### config.mk
export PLATFORM = sky130hd
export DESIGN_NAME = irq_ctrl
export DESIGN_NICKNAME = d
export VERILOG_FILES = /design/src/rtl/irq_ctrl_pkg.sv /design/src/rtl/irq_ctrl_edge.sv /design/src/rtl/irq_ctrl.sv
export SDC_FILE = /design/constraint.sdc
export NUM_CORES = 1
export LEC_CHECK = 0
export CAP_MARGIN = 30
export CELL_PAD_IN_SITES_DETAIL_PLACEMENT = 1
export CELL_PAD_IN_SITES_GLOBAL_PLACEMENT = 1
export CORE_ASPECT_RATIO = 1.25
export CORE_UTILIZATION = 30
export DETAILED_ROUTE_END_ITERATION = 10
export DONT_BUFFER_PORTS = 1
export PLACE_DENSITY = 0.6
export SYNTH_ARGS = -nofsm -noshare
export SYNTH_HDL_FRONTEND = slang
export SYNTH_SLANG_ARGS = --single-unit
export TNS_END_PERCENT = 30
### constraint.sdc
create_clock -name clk -period 2.08 [get_ports clk]
set_input_delay 0 -clock clk [delete_from_list [all_inputs] [get_ports clk]]
set_output_delay 0 -clock clk [all_outputs]
set_load 0.02 [all_outputs]
### src/rtl/irq_ctrl_pkg.sv
// Shared register offsets and bus-responder state encoding for the interrupt controller.
package irq_ctrl_pkg;

    localparam logic [4:0] OFF_PENDING = 5'h00;
    localparam logic [4:0] OFF_ENABLE  = 5'h04;
    localparam logic [4:0] OFF_ACTIVE  = 5'h08;
    localparam logic [4:0] OFF_TRIGGER = 5'h0C;
    localparam logic [4:0] OFF_SWSET   = 5'h10;

    typedef enum logic [1:0] {
        ST_IDLE,
        ST_RESP,
        ST_WAIT
    } bus_state_t;

endpackage

### src/rtl/irq_ctrl_edge.sv
// Per-bit rising-edge detector: rise is high in the cycle where d goes 0 -> 1.
module irq_ctrl_edge #(
    parameter int W = 1
) (
    input  logic         clk,
    input  logic         rst,
    input  logic [W-1:0] d,
    output logic [W-1:0] rise
);

    logic [W-1:0] d_q;

    always_ff @(posedge clk) begin
        if (rst) d_q <= '0;
        else     d_q <= d;
    end

    assign rise = d & ~d_q;

endmodule

### src/rtl/irq_ctrl.sv
// Interrupt controller for the picorv32 irq/eoi pins with a mem_* bus register window.
// Optional level-triggered sources are compiled in with `define IRQ_CTRL_LEVEL_EN.
module irq_ctrl
    import irq_ctrl_pkg::*;
#(
    parameter int          NUM_SRC   = 16,
    parameter logic [31:0] BASE_ADDR = 32'h1000_0000,
    parameter logic [31:0] ADDR_MASK = 32'hFFFF_F000
) (
    input  logic               clk,
    input  logic               rst,
    input  logic [NUM_SRC-1:0] src,
    output logic [NUM_SRC-1:0] irq,
    input  logic [NUM_SRC-1:0] eoi,
    input  logic               mem_valid,
    input  logic [31:0]        mem_addr,
    input  logic [31:0]        mem_wdata,
    input  logic [3:0]         mem_wstrb,
    output logic               sel,
    output logic               mem_ready,
    output logic [31:0]        mem_rdata
);

    bus_state_t         state, state_n;
    logic               access, is_write;
    logic [4:0]         offset;
    logic [NUM_SRC-1:0] wmask, wval;
    logic [NUM_SRC-1:0] pending, pending_n, enable, trigger;
    logic [NUM_SRC-1:0] src_rise, eoi_rise, set_v, clr_v;
    logic               wr_pending, wr_enable, wr_swset;
    logic [31:0]        rd_val, rdata_q;
    logic               unused_wdata;

    function automatic logic [31:0] ext(input logic [NUM_SRC-1:0] v);
        logic [31:0] r;
        r = '0;
        r[NUM_SRC-1:0] = v;
        return r;
    endfunction

    assign sel      = mem_valid && ((mem_addr & ADDR_MASK) == BASE_ADDR);
    assign access   = (state == ST_IDLE) && sel;
    assign is_write = |mem_wstrb;
    assign offset   = {mem_addr[4:2], 2'b00};

    // Register bits above NUM_SRC do not exist, so the upper write data is dropped.
    assign unused_wdata = ^mem_wdata;

    for (genvar g = 0; g < NUM_SRC; g++) begin : g_wmask
        assign wmask[g] = mem_wstrb[g / 8];
    end
    assign wval = mem_wdata[NUM_SRC-1:0] & wmask;

    assign wr_pending = access && is_write && (offset == OFF_PENDING);
    assign wr_enable  = access && is_write && (offset == OFF_ENABLE);
    assign wr_swset   = access && is_write && (offset == OFF_SWSET);

    irq_ctrl_edge #(.W(NUM_SRC)) u_src_edge (
        .clk  (clk),
        .rst  (rst),
        .d    (src),
        .rise (src_rise)
    );

    irq_ctrl_edge #(.W(NUM_SRC)) u_eoi_edge (
        .clk  (clk),
        .rst  (rst),
        .d    (eoi),
        .rise (eoi_rise)
    );

`ifdef IRQ_CTRL_LEVEL_EN
    logic wr_trigger;
    assign wr_trigger = access && is_write && (offset == OFF_TRIGGER);

    always_ff @(posedge clk) begin
        if (rst)             trigger <= '0;
        else if (wr_trigger) trigger <= (trigger & ~wmask) | wval;
    end
`else
    assign trigger = '0;
`endif

    // Set is OR-ed in after clear so a coincident set never loses an interrupt.
    always_comb begin
        set_v     = src_rise | (wr_swset ? wval : '0);
        clr_v     = eoi_rise | (wr_pending ? wval : '0);
        pending_n = (pending & ~clr_v) | set_v;
`ifdef IRQ_CTRL_LEVEL_EN
        pending_n = (pending_n & ~trigger) | (src & trigger);
`endif
    end

    always_ff @(posedge clk) begin
        if (rst) begin
            pending <= '0;
            enable  <= '0;
            irq     <= '0;
        end else begin
            pending <= pending_n;
            irq     <= pending & enable;
            if (wr_enable) enable <= (enable & ~wmask) | wval;
        end
    end

    always_comb begin
        rd_val = '0;
        case (offset)
            OFF_PENDING: rd_val = ext(pending);
            OFF_ENABLE:  rd_val = ext(enable);
            OFF_ACTIVE:  rd_val = ext(irq);
            OFF_TRIGGER: rd_val = ext(trigger);
            default:     rd_val = '0;
        endcase
    end

    // Read data is captured on the request edge, before any same-edge write lands.
    always_ff @(posedge clk) begin
        if (rst)                       rdata_q <= '0;
        else if (access && !is_write)  rdata_q <= rd_val;
        else if (access)               rdata_q <= '0;
    end

    always_ff @(posedge clk) begin
        if (rst) state <= ST_IDLE;
        else     state <= state_n;
    end

    // Valid/ready: a request is accepted in IDLE when sel is high; mem_ready pulses
    // for one cycle in RESP, then WAIT holds off until the core drops mem_valid.
    always_comb begin
        state_n   = state;
        mem_ready = 1'b0;
        mem_rdata = '0;
        case (state)
            ST_IDLE: if (sel) state_n = ST_RESP;
            ST_RESP: begin
                mem_ready = 1'b1;
                mem_rdata = rdata_q;
                state_n   = ST_WAIT;
            end
            ST_WAIT: if (!mem_valid) state_n = ST_IDLE;
            default: state_n = ST_IDLE;
        endcase
    end

endmodule

==> results.toml <==
[cts]
cts_buffers = 9
cts-root-buf = "clkbuf_16"
path_clk_slew_ps = 80
clkSinkCount = 98
cts_tree = "built"
cts_htree_levels = 3
clk_latency_ps = 340
post_cts_buffers = 0
clockBufferDepth = 2

[power]
combPwrFrac = 0.084
power.leakage_nw = 2.106
seqPwrFrac = 0.470
pwr-share-clk = 0.446
internal_power_w = 0.003212
p_sw_frac = 0.2318
peakVddDrop_mv = 0.4593
power_density_nw_per_um2 = 730.0
power.switching_w = 0.0009693

[grt]
grt.total_usage = 0.1622
grt_max_degree = 99
grt_pass1_vias = 3829
grt_pass1_wl_um = 20260
antenna_found_initial = 1
grt_overflow = 0

[routing]
wl_met3_um = 782
met1Wirelength_um = 5964
drc = 0
finalWirelength_um = 12870
drt_first_pass_iters = 4
dr_total_vias = 3700
ant_nets = 0
drtIter0Drc = 162
viasPerCell = 4.856
wire_per_inst_um = 16.89
top_layer = "met4"
met2WireLength_um = 5966

[timing]
min_period_ps = 1941
fin_crit_sh = 0.9330
clock.fmax_mhz = 515.3
skew_ps = 12.07
finalHoldViolations = 0
hold_slack_ps = 43.30
finalSetupViolations = 0
slew_headroom = 0.5275
tightest_slew_ps = 706.4
rsz0062_at_grt = "false"
slew_viol_final = 0
fin_tns_setup_ps = 0

[outcome]
status = "finished, final reports clean"

[run]
max_cap_viol_count = 0

[cells_and_area]
seq_area_um2 = 1962
multi_input_area_um2 = 2480
drive_gt1_frac = 0.06691
layout_commonest_cell = "dfxtp_1"
n_fill_cell = 1751
area_delta_synth_final_pct = 22.34
layout_common_cells = "98 x dfxtp_1, 58 x dlygate4sd3_1, 45 x nand2b_1, 37 x nor2b_1"
nets = 651

[placement]
dp_hpwl_um = 9130
io_buffer_count = 0
gp_congestion = 0.7081

[floorplanning]
die_y_um = 141.7
die_w_um = 113.7
initial_core_util = 0.3093
die-area_um2 = 16110
num_rows = 50
ios = 153
core_um2 = 15140

[setup_path]
setup.worst_path.class = "flop to flop"
arrival_ps = 2150
cp_max_fo = 16
startpoint_type = "flop"
required_ps = 2290
reg2reg_slack_ps = 140
end_kind = "flop"

[synth]
synth_compound_area_frac = 0.1170
yosys.area_share.simple = 0.3314
synth_edf_count = 0
synth_warnings = 0
synth_flop_cell = "dfxtp_1"
syn_area_per_cell_um2 = 9.235
syn_inst = 507
ys_types = 38
yosysSeqAreaShare = 0.4190
synth-xor-area-share = 0
synth_mux_area_frac = 0.06841
netlist_area_um2 = 4682
synthArstFlopShare = 0
synth_top_family_by_area = "simple AND/OR/NAND/NOR gates"
ys_seq_elements = 98
synth_fa_ha_area_frac = 0

[hold_path]
hp-class = "input port to flop"
cell usage after synthesis (all sizes together) (4+ instances only):
library cell  count  share of area
dfxtp            98           0.42
nand2b           45          0.060
nor2b            37          0.049
mux2i            32          0.068
nand3            32          0.034
buf              30          0.042
o21ai            29          0.031
clkbuf           23          0.018
nand4            20          0.031
a21oi            17          0.018
nand2            17          0.014
and2             16          0.021
and3b            16          0.030
o2bb2ai          16          0.030
nor3             14          0.017
nand3b           13          0.021
o31a             13          0.024
nor2              5         0.0040
nor4              5          0.018
and4              4         0.0075
nor3b             4         0.0075
nor4b             4          0.010
timing repair:
item / 4_1_cts / 5_1_grt
endpoints found under the hold margin: 98 / 0
setup endpoints to repair: 0 / 1
gates resized for setup: 0 / 1
hold buffers: 59 / 0
per-stage QoR:
step / cell area [µm²] / setup WS, ps / power [W] / util / instances
global route: 5728 / 18.17 / 0.004350 / 0.3783 / 762
detailed placement: 4781 / 471.2 / 0.002212 / 0.3158 / 686
CTS: 5722 / 115.7 / 0.004234 / 0.3779 / 761
finish: 5728 / 139.4 / 0.004182 / 0.3783 / 762
floorplan: 4738 / 591.1 / 0.002226 / - / 522
global placement: 4781 / 492.7 / 0.002207 / 0.3158 / 686
area by class of cell:
cell class / count / area share
multi-input cells: 368 / 0.4329
flip-flops and latches: 98 / 0.3425
repair buffers: 68 / 0.1186
well taps: 208 / 0.04543
clock buffers: 10 / 0.04172
clock inverters: 6 / 0.01638
inverters: 3 / 0.001966
diodes: 1 / 0.0004369
cells by family (layout without fill, tap and decap cells):
logic type | count (synthesis) | count (layout)
multiplexers | 32 | 32
AO/OA/AOI/OAI | 84 | 84
buffers and inverters | 56 | 87
other | 1 | 17
flip-flops | 98 | 98
AND/OR/NAND/NOR | 236 | 236
critical path: stages (launching register included):
cell and delay (ps):
dfxtp_1 380, nor4_4 310, buf_6 200, nand3_1 90, o31ai_1 190, dlygate4sd3_1 580
a31oi_1 70
power by group through the flow:
stage	Combinational (W)	Sequential [W]	Clock, W
floorplan	0.000234	0.00199	0
global placement	0.000202	0.00200	0
detailed placement	0.000205	0.00201	0
CTS	0.000355	0.00196	0.00192
global route	0.000385	0.00197	0.00200
finish	0.000352	0.00196	0.00187
final timing paths:
| check | start | endpoint | cells after the start |
|---|---|---|---|
| max | state[1] | pending[5] | 6 |
| min | rst | u_eoi_edge.d_q[9] | 2 |
| max reg2reg | state[1] | pending[5] | 6 |
| min reg2reg | rdata_q[15] | rdata_q[15] | 2 |
routing by layer:
| layer | vias to the layer above | track usage |
|---|---|---|
| li1 | 1855 | - |
| met1 | 1733 | 0.2063 |
| met2 | 102 | 0.2721 |
| met3 | 10 | 0.03887 |
| met4 | 0 | 0.04501 |
| met5 | - | 0 |
(Power assumes the default switching activity.)
